## config.mk

```make
export PLATFORM = sky130hd
export DESIGN_NAME = clk_div_ctrl
export DESIGN_NICKNAME = d
export VERILOG_FILES = /design/src/rtl/clk_div_pkg.sv /design/src/rtl/clk_div_chan.sv /design/src/rtl/clk_div_ctrl.sv
export SDC_FILE = /design/constraint.sdc
export NUM_CORES = 1
export LEC_CHECK = 0
export CORE_MARGIN = 3
export CORE_UTILIZATION = 55
export DETAILED_ROUTE_END_ITERATION = 12
export DONT_BUFFER_PORTS = 1
export PLACE_DENSITY = 0.67
export SETUP_SLACK_MARGIN = 0.4
export SKIP_CTS_REPAIR_TIMING = 1
export SYNTH_ARGS = -nofsm -noshare
export SYNTH_HDL_FRONTEND = slang
export SYNTH_SLANG_ARGS = --single-unit
```

## constraint.sdc

```tcl
create_clock -name clk_in -period 2.7 [get_ports clk_in]
set_clock_uncertainty 0.15 [all_clocks]
set_input_delay 0.27 -clock clk_in [delete_from_list [all_inputs] [get_ports clk_in]]
set_output_delay 0.27 -clock clk_in [all_outputs]
set_load 0.01 [all_outputs]
```

## src/rtl/clk_div_pkg.sv

```systemverilog
// Shared definitions for the programmable clock-enable divider.
// Optional feature macro: CLK_DIV_CTRL_SYNC_EN (adds the sync_req port).
package clk_div_pkg;

    localparam int DEF_CNT_W    = 8;
    localparam int DEF_NCH      = 2;
    localparam int DEF_DIV0_RST = 2;
    localparam int DEF_DIV1_RST = 4;

    typedef logic [$clog2(DEF_NCH)-1:0] ch_idx_t;

    // Default-width layout of one channel's state; clk_div_chan keeps the
    // same fields at its own CNT_W.
    typedef struct packed {
        logic [DEF_CNT_W-1:0] cnt;
        logic [DEF_CNT_W-1:0] hp;
        logic                 en;
        logic                 lvl;
        logic [DEF_CNT_W-1:0] p_div;
        logic                 p_en;
        logic                 pend;
    } chan_state_t;

    // Channel 0 has its own reset half-period, every other channel shares one.
    function automatic int rst_div(input int ch, input int div0, input int div1);
        return (ch == 0) ? div0 : div1;
    endfunction

endpackage

```

## src/rtl/clk_div_chan.sv

```systemverilog
// One divider channel: half-period counter, level toggle, edge pulses and a
// single-entry pending update slot applied at the falling toggle.
// Optional feature macro: CLK_DIV_CTRL_SYNC_EN (adds the sync_req port).
module clk_div_chan
    import clk_div_pkg::*;
#(
    parameter int               CNT_W  = DEF_CNT_W,
    parameter logic [CNT_W-1:0] HP_RST = '0
) (
    input  logic             clk_in,
    input  logic             resetn,
    input  logic             cfg_we,
    input  logic [CNT_W-1:0] cfg_div,
    input  logic             cfg_en,
`ifdef CLK_DIV_CTRL_SYNC_EN
    input  logic             sync_req,
`endif
    output logic             clk_out,
    output logic             rise_pls,
    output logic             fall_pls,
    output logic             pending
);

    typedef struct packed {
        logic [CNT_W-1:0] cnt;
        logic [CNT_W-1:0] hp;
        logic             en;
        logic             lvl;
        logic [CNT_W-1:0] p_div;
        logic             p_en;
        logic             pend;
    } chan_reg_t;

    chan_reg_t st;
    logic      rise_q;
    logic      fall_q;

    // Counter/toggle state machine; updates are held until the falling
    // toggle so a phase is never cut short, and an idle channel loads directly.
    always_ff @(posedge clk_in or negedge resetn) begin
        if (!resetn) begin
            st     <= '{cnt: '0, hp: HP_RST, en: 1'b1, lvl: 1'b0,
                        p_div: '0, p_en: 1'b0, pend: 1'b0};
            rise_q <= 1'b0;
            fall_q <= 1'b0;
        end else begin
            rise_q <= 1'b0;
            fall_q <= 1'b0;
`ifdef CLK_DIV_CTRL_SYNC_EN
            if (sync_req && st.en) begin
                st.cnt <= '0;
                st.lvl <= 1'b0;
                fall_q <= st.lvl;
                if (st.pend) begin
                    st.hp   <= st.p_div;
                    st.en   <= st.p_en;
                    st.pend <= 1'b0;
                end
            end else
`endif
            if (st.en) begin
                if (st.cnt == st.hp) begin
                    st.cnt <= '0;
                    st.lvl <= !st.lvl;
                    rise_q <= !st.lvl;
                    fall_q <= st.lvl;
                    if (st.lvl && st.pend) begin
                        st.hp   <= st.p_div;
                        st.en   <= st.p_en;
                        st.pend <= 1'b0;
                    end
                end else begin
                    st.cnt <= st.cnt + 1'b1;
                end
                if (cfg_we) begin
                    st.p_div <= cfg_div;
                    st.p_en  <= cfg_en;
                    st.pend  <= 1'b1;
                end
            end else if (cfg_we) begin
                st.hp <= cfg_div;
                st.en <= cfg_en;
            end
        end
    end

    assign clk_out  = st.lvl;
    assign rise_pls = rise_q;
    assign fall_pls = fall_q;
    assign pending  = st.pend;

endmodule

```

## src/rtl/clk_div_ctrl.sv

```systemverilog
// Programmable clock-enable divider controller: NCH independent channels
// with a shared valid/ready configuration port.
// Optional feature macro: CLK_DIV_CTRL_SYNC_EN (adds sync_req, which
// realigns all enabled channels and blocks configuration for that cycle).
module clk_div_ctrl
    import clk_div_pkg::*;
#(
    parameter int NCH      = DEF_NCH,
    parameter int CNT_W    = DEF_CNT_W,
    parameter int DIV0_RST = DEF_DIV0_RST,
    parameter int DIV1_RST = DEF_DIV1_RST
) (
    input  logic                    clk_in,
    input  logic                    resetn,
    input  logic                    cfg_valid,
    output logic                    cfg_ready,
    input  logic [$clog2(NCH)-1:0]  cfg_ch,
    input  logic [CNT_W-1:0]        cfg_div,
    input  logic                    cfg_en,
`ifdef CLK_DIV_CTRL_SYNC_EN
    input  logic                    sync_req,
`endif
    output logic [NCH-1:0]          clk_out,
    output logic [NCH-1:0]          rise_pls,
    output logic [NCH-1:0]          fall_pls,
    output logic [NCH-1:0]          pending
);

    localparam int CH_W = $clog2(NCH);

    // Ready follows the pending flag of the addressed channel; a sync cycle
    // refuses all configuration so it cannot race the forced apply.
    always_comb begin
        cfg_ready = 1'b0;
        for (int i = 0; i < NCH; i++) begin
            if (cfg_ch == CH_W'(i)) begin
                cfg_ready = !pending[i];
            end
        end
`ifdef CLK_DIV_CTRL_SYNC_EN
        if (sync_req) begin
            cfg_ready = 1'b0;
        end
`endif
    end

    for (genvar g = 0; g < NCH; g++) begin : g_chan
        localparam int HP_INT = rst_div(g, DIV0_RST, DIV1_RST);

        logic ch_we;
        assign ch_we = cfg_valid && cfg_ready && (cfg_ch == CH_W'(g));

        clk_div_chan #(
            .CNT_W  (CNT_W),
            .HP_RST (CNT_W'(HP_INT))
        ) u_chan (
            .clk_in   (clk_in),
            .resetn   (resetn),
            .cfg_we   (ch_we),
            .cfg_div  (cfg_div),
            .cfg_en   (cfg_en),
`ifdef CLK_DIV_CTRL_SYNC_EN
            .sync_req (sync_req),
`endif
            .clk_out  (clk_out[g]),
            .rise_pls (rise_pls[g]),
            .fall_pls (fall_pls[g]),
            .pending  (pending[g])
        );
    end

endmodule

```

==> impl_metrics.py <==
metrics = {
    "sta": {
        "min_period_ns": 2.14,
        "tightestPinTransition_ns": 0.664,
        "holdWs_ns": -0.00655,
        "hold_viol": 2,
        "timing.slew.headroom": 0.554,
        "fin_ws_ns": 0.556,
        "fin_setup_tns_ns": 0,
        "period_share": 0.794,
        "timing.fmax_ghz": 0.466,
        "setup_viol": 0,
        "rsz0062_at_grt": "false",
        "drv_slew": 0,
    },
    "critical_path": {
        "cp.arrival_ns": 2.23,
        "slowest_delay_ns": 0.66,
        "startpoint": "g_chan[1].u_chan.st[14]",
        "critPathLaunchType": "flop",
        "critPathMaxFanout": 10,
        "worstPathRequired_ns": 2.79,
        "crit_slowest_cell": "nor4_4",
        "criticalPathCategory": "flop to flop",
        "reg2reg_from": "g_chan[1].u_chan.st[14]",
        "end_kind": "flop",
        "crit_chain": "xnor2_1 -> nand4_2 -> nor4_4 -> nor2_4 -> a21o_1",
    },
    "synthesis": {
        "synth_common_cells": "56 x dfrtp_1, 18 x xnor2_1, 17 x mux2_2",
        "yosys_register_bits": 60,
        "avgSynthCellArea_um2": 11.6,
        "synth.area.top_cells": "dfrtp_1 49%, mux2_2 6.7%, xnor2_1 5.5%",
        "netlist-cell-type-count": 34,
        "ys_async_sr_fraction": 1.00,
        "synth_ff_type": "dfrtp_1",
        "yosysWarningCount": 0,
        "synth_top_area_share": 0.492,
        "synth.cell_area_um2": 2850,
        "yosysTopAreaCell": "dfrtp_1",
        "yosysSeqAreaShare": 0.529,
        "syn_inst": 246,
        "synth_edf_count": 0,
        "yosysMostFrequentCell": "dfrtp_1",
        "synth.net_count": 261,
    },
    "worst_hold_path": {
        "hp-class": "input pin to flop",
        "min_from": "cfg_div[0]",
    },
    "power_and_ir_drop": {
        "swShare": 0.290,
        "p_sw_w": 0.000786,
        "ir_drop_uv": 509,
        "finalPower_w": 0.00271,
        "p_int_w": 0.00193,
        "p_seq_frac": 0.479,
        "p_comb_frac": 0.184,
        "clkPwrFrac": 0.337,
        "powerDensity_nw_per_um2": 841,
        "p_leak_nw": 1.57,
    },
    "die": {
        "start_util": 0.584,
        "core_um2": 4880,
        "io_pins": 22,
        "dieHeight_um": 78.0,
        "die_x_um": 78.0,
        "num_rows": 25,
        "design.die.area_um2": 6080,
    },
    "drt": {
        "avgViaCountPerCell": 5.54,
        "drtPass1Iterations": 4,
        "wl_met2_um": 2090,
        "num_vias": 1823,
        "wl_per_cell_um": 15.7,
        "wirelength_um": 5150,
        "drt_iter0_drc": 119,
        "met1_length_um": 2660,
        "ant_nets": 0,
        "drc": 0,
        "routed.top_layer": "met4",
        "met3_length_um": 314,
    },
    "cts": {
        "clock_path_buffers": 2,
        "root_buffer": "clkbuf_8",
        "clkTransAtPathRegs_ns": 0.06,
        "numCtsBuffers": 9,
        "cts_max_level": 3,
        "clkLatencyLatePin_ns": 0.35,
        "cts_sinks": 60,
        "cts_tree": "built",
    },
    "finish": {
        "seqCellArea_um2": 1510,
        "fin_nets": 272,
        "num_antenna_cells": 0,
        "multiInputGateArea_um2": 1220,
        "n_fill_cell": 401,
        "syn2layout_area_growth_pct": 13.1,
        "drive_above_1_share": 0.179,
    },
    "global_routing": {
        "gr-usage-all-layers": 0.190,
        "grt_max_degree": 61,
        "grt_pass1_wl_um": 8670,
        "antenna_found_initial": 0,
        "overflow": 0,
        "grt_pass1_vias": 1746,
    },
    "place": {
        "preCtsSetupSlack_ns": 0.542,
        "dp_hpwl_um": 3430,
        "gp_congestion": 0.779,
        "portBuffers": 0,
    },
    "status": {
        "violations": "hold timing",
        "status": "finished with violations",
    },
    "job": {
        "drv_cap": 0,
    },
}
==> sequential cells by signal, indices dropped and copies added (netlist names) <==
signal,count
g_chan.u_chan.pending,2
g_chan.u_chan.fall_pls,2
g_chan.u_chan.rise_pls,2
g_chan.u_chan.clk_out,2
g_chan.u_chan.st,52
==> power by group through the flow <==
stage,combinational [W],sequential [W],clock (W)
6_report,0.000498,0.00130,0.000915
5_1_grt,0.000569,0.00133,0.000976
4_1_cts,0.000461,0.00130,0.000938
3_5_place_dp,0.000456,0.00132,0
3_3_place_gp,0.000444,0.00131,0
2_1_floorplan,0.000453,0.00123,0
==> worst paths after layout <==
check | endpoint | slack, ns | depth (start not counted)
worst max-delay path | g_chan[1].u_chan.st[17] | 0.56 | 5
worst min-delay path | g_chan[0].u_chan.st[12] | -0.007 | 2
worst max register to register | g_chan[1].u_chan.st[17] | 0.56 | 5
worst min register to register | g_chan[1].u_chan.st[11] | 0.33 | 2
max in group asynchronous | g_chan[0].u_chan.st[13] | 1.76 | 2
min in group asynchronous | g_chan[1].u_chan.st[21] | 0.34 | 2
==> cell type report <==
cell class	instances	area share
multi-input cells	162	0.379
inverters	11	0.0128
clock buffers	12	0.0481
flip-flops and latches	60	0.467
repair buffers	13	0.0442
clock inverters	4	0.0225
well taps	67	0.0260
==> layer usage <==
metal | up-vias | GRT usage
met3 | 11 | 0.0916
met4 | 0 | 0.0822
met5 | - | 0
met1 | 865 | 0.265
met2 | 47 | 0.249
li1 | 900 | -
==> cell usage in the layout (no fill, tap or decap), drive strengths merged <==
cell	synthesis	final
dfstp	4	4
nand2b	4	4
o21bai	1	1
clkinvlp	0	1
dfrtp	56	56
a21oi	10	10
nor4	4	4
nor2b	2	2
inv	11	11
a22o	16	16
nor2	12	12
nor3	4	4
clkinv	0	1
o22ai	6	6
o21ai	4	4
nand3	8	8
a21o	16	16
clkbuf	4	12
dlygate4sd3	0	10
mux2i	1	1
buf	9	3
nand2	10	10
bufinv	0	2
ha	2	2
xnor2	18	18
and4	3	3
and2	5	5
mux2	17	17
xor2	6	6
nand4	4	4
and3	4	4
nor3b	5	5
==> critical path, delay by kind of cell, from the launching register on <==
| family | cells | cell delay [ns] |
|---|---|---|
| and+or+nand+nor | 3 | 1.01 |
| DFF | 1 | 0.54 |
| AOI/OAI and AO/OA | 1 | 0.21 |
| xor gates and xnor gates | 1 | 0.13 |
==> kinds of logic (layout without fill, tap and decap cells) <==
| logic type | count (synthesis) | count (layout) | share of synthesized area |
|---|---|---|---|
| buffers and inverters | 24 | 40 | 0.0426 |
| and+or+nand+nor | 65 | 65 | 0.144 |
| DFF | 60 | 60 | 0.529 |
| muxes | 18 | 18 | 0.0707 |
| AOI/OAI and AO/OA | 53 | 53 | 0.132 |
| xor gates and xnor gates | 24 | 24 | 0.0737 |
| adders and majority gates | 2 | 2 | 0.00878 |
==> stage by stage <==
step	utilization	instances	instance area, um2	hold WS (ns)
after detailed placement	0.588	302	2870	-0.174
final	0.661	329	3220	-0.00655
after floorplan	-	246	2850	-0.176
after global routing	0.661	329	3220	0.00374
after global placement	0.588	302	2870	-0.174
after CTS	0.635	318	3100	-0.554
Power figures use the tool's default switching activity.
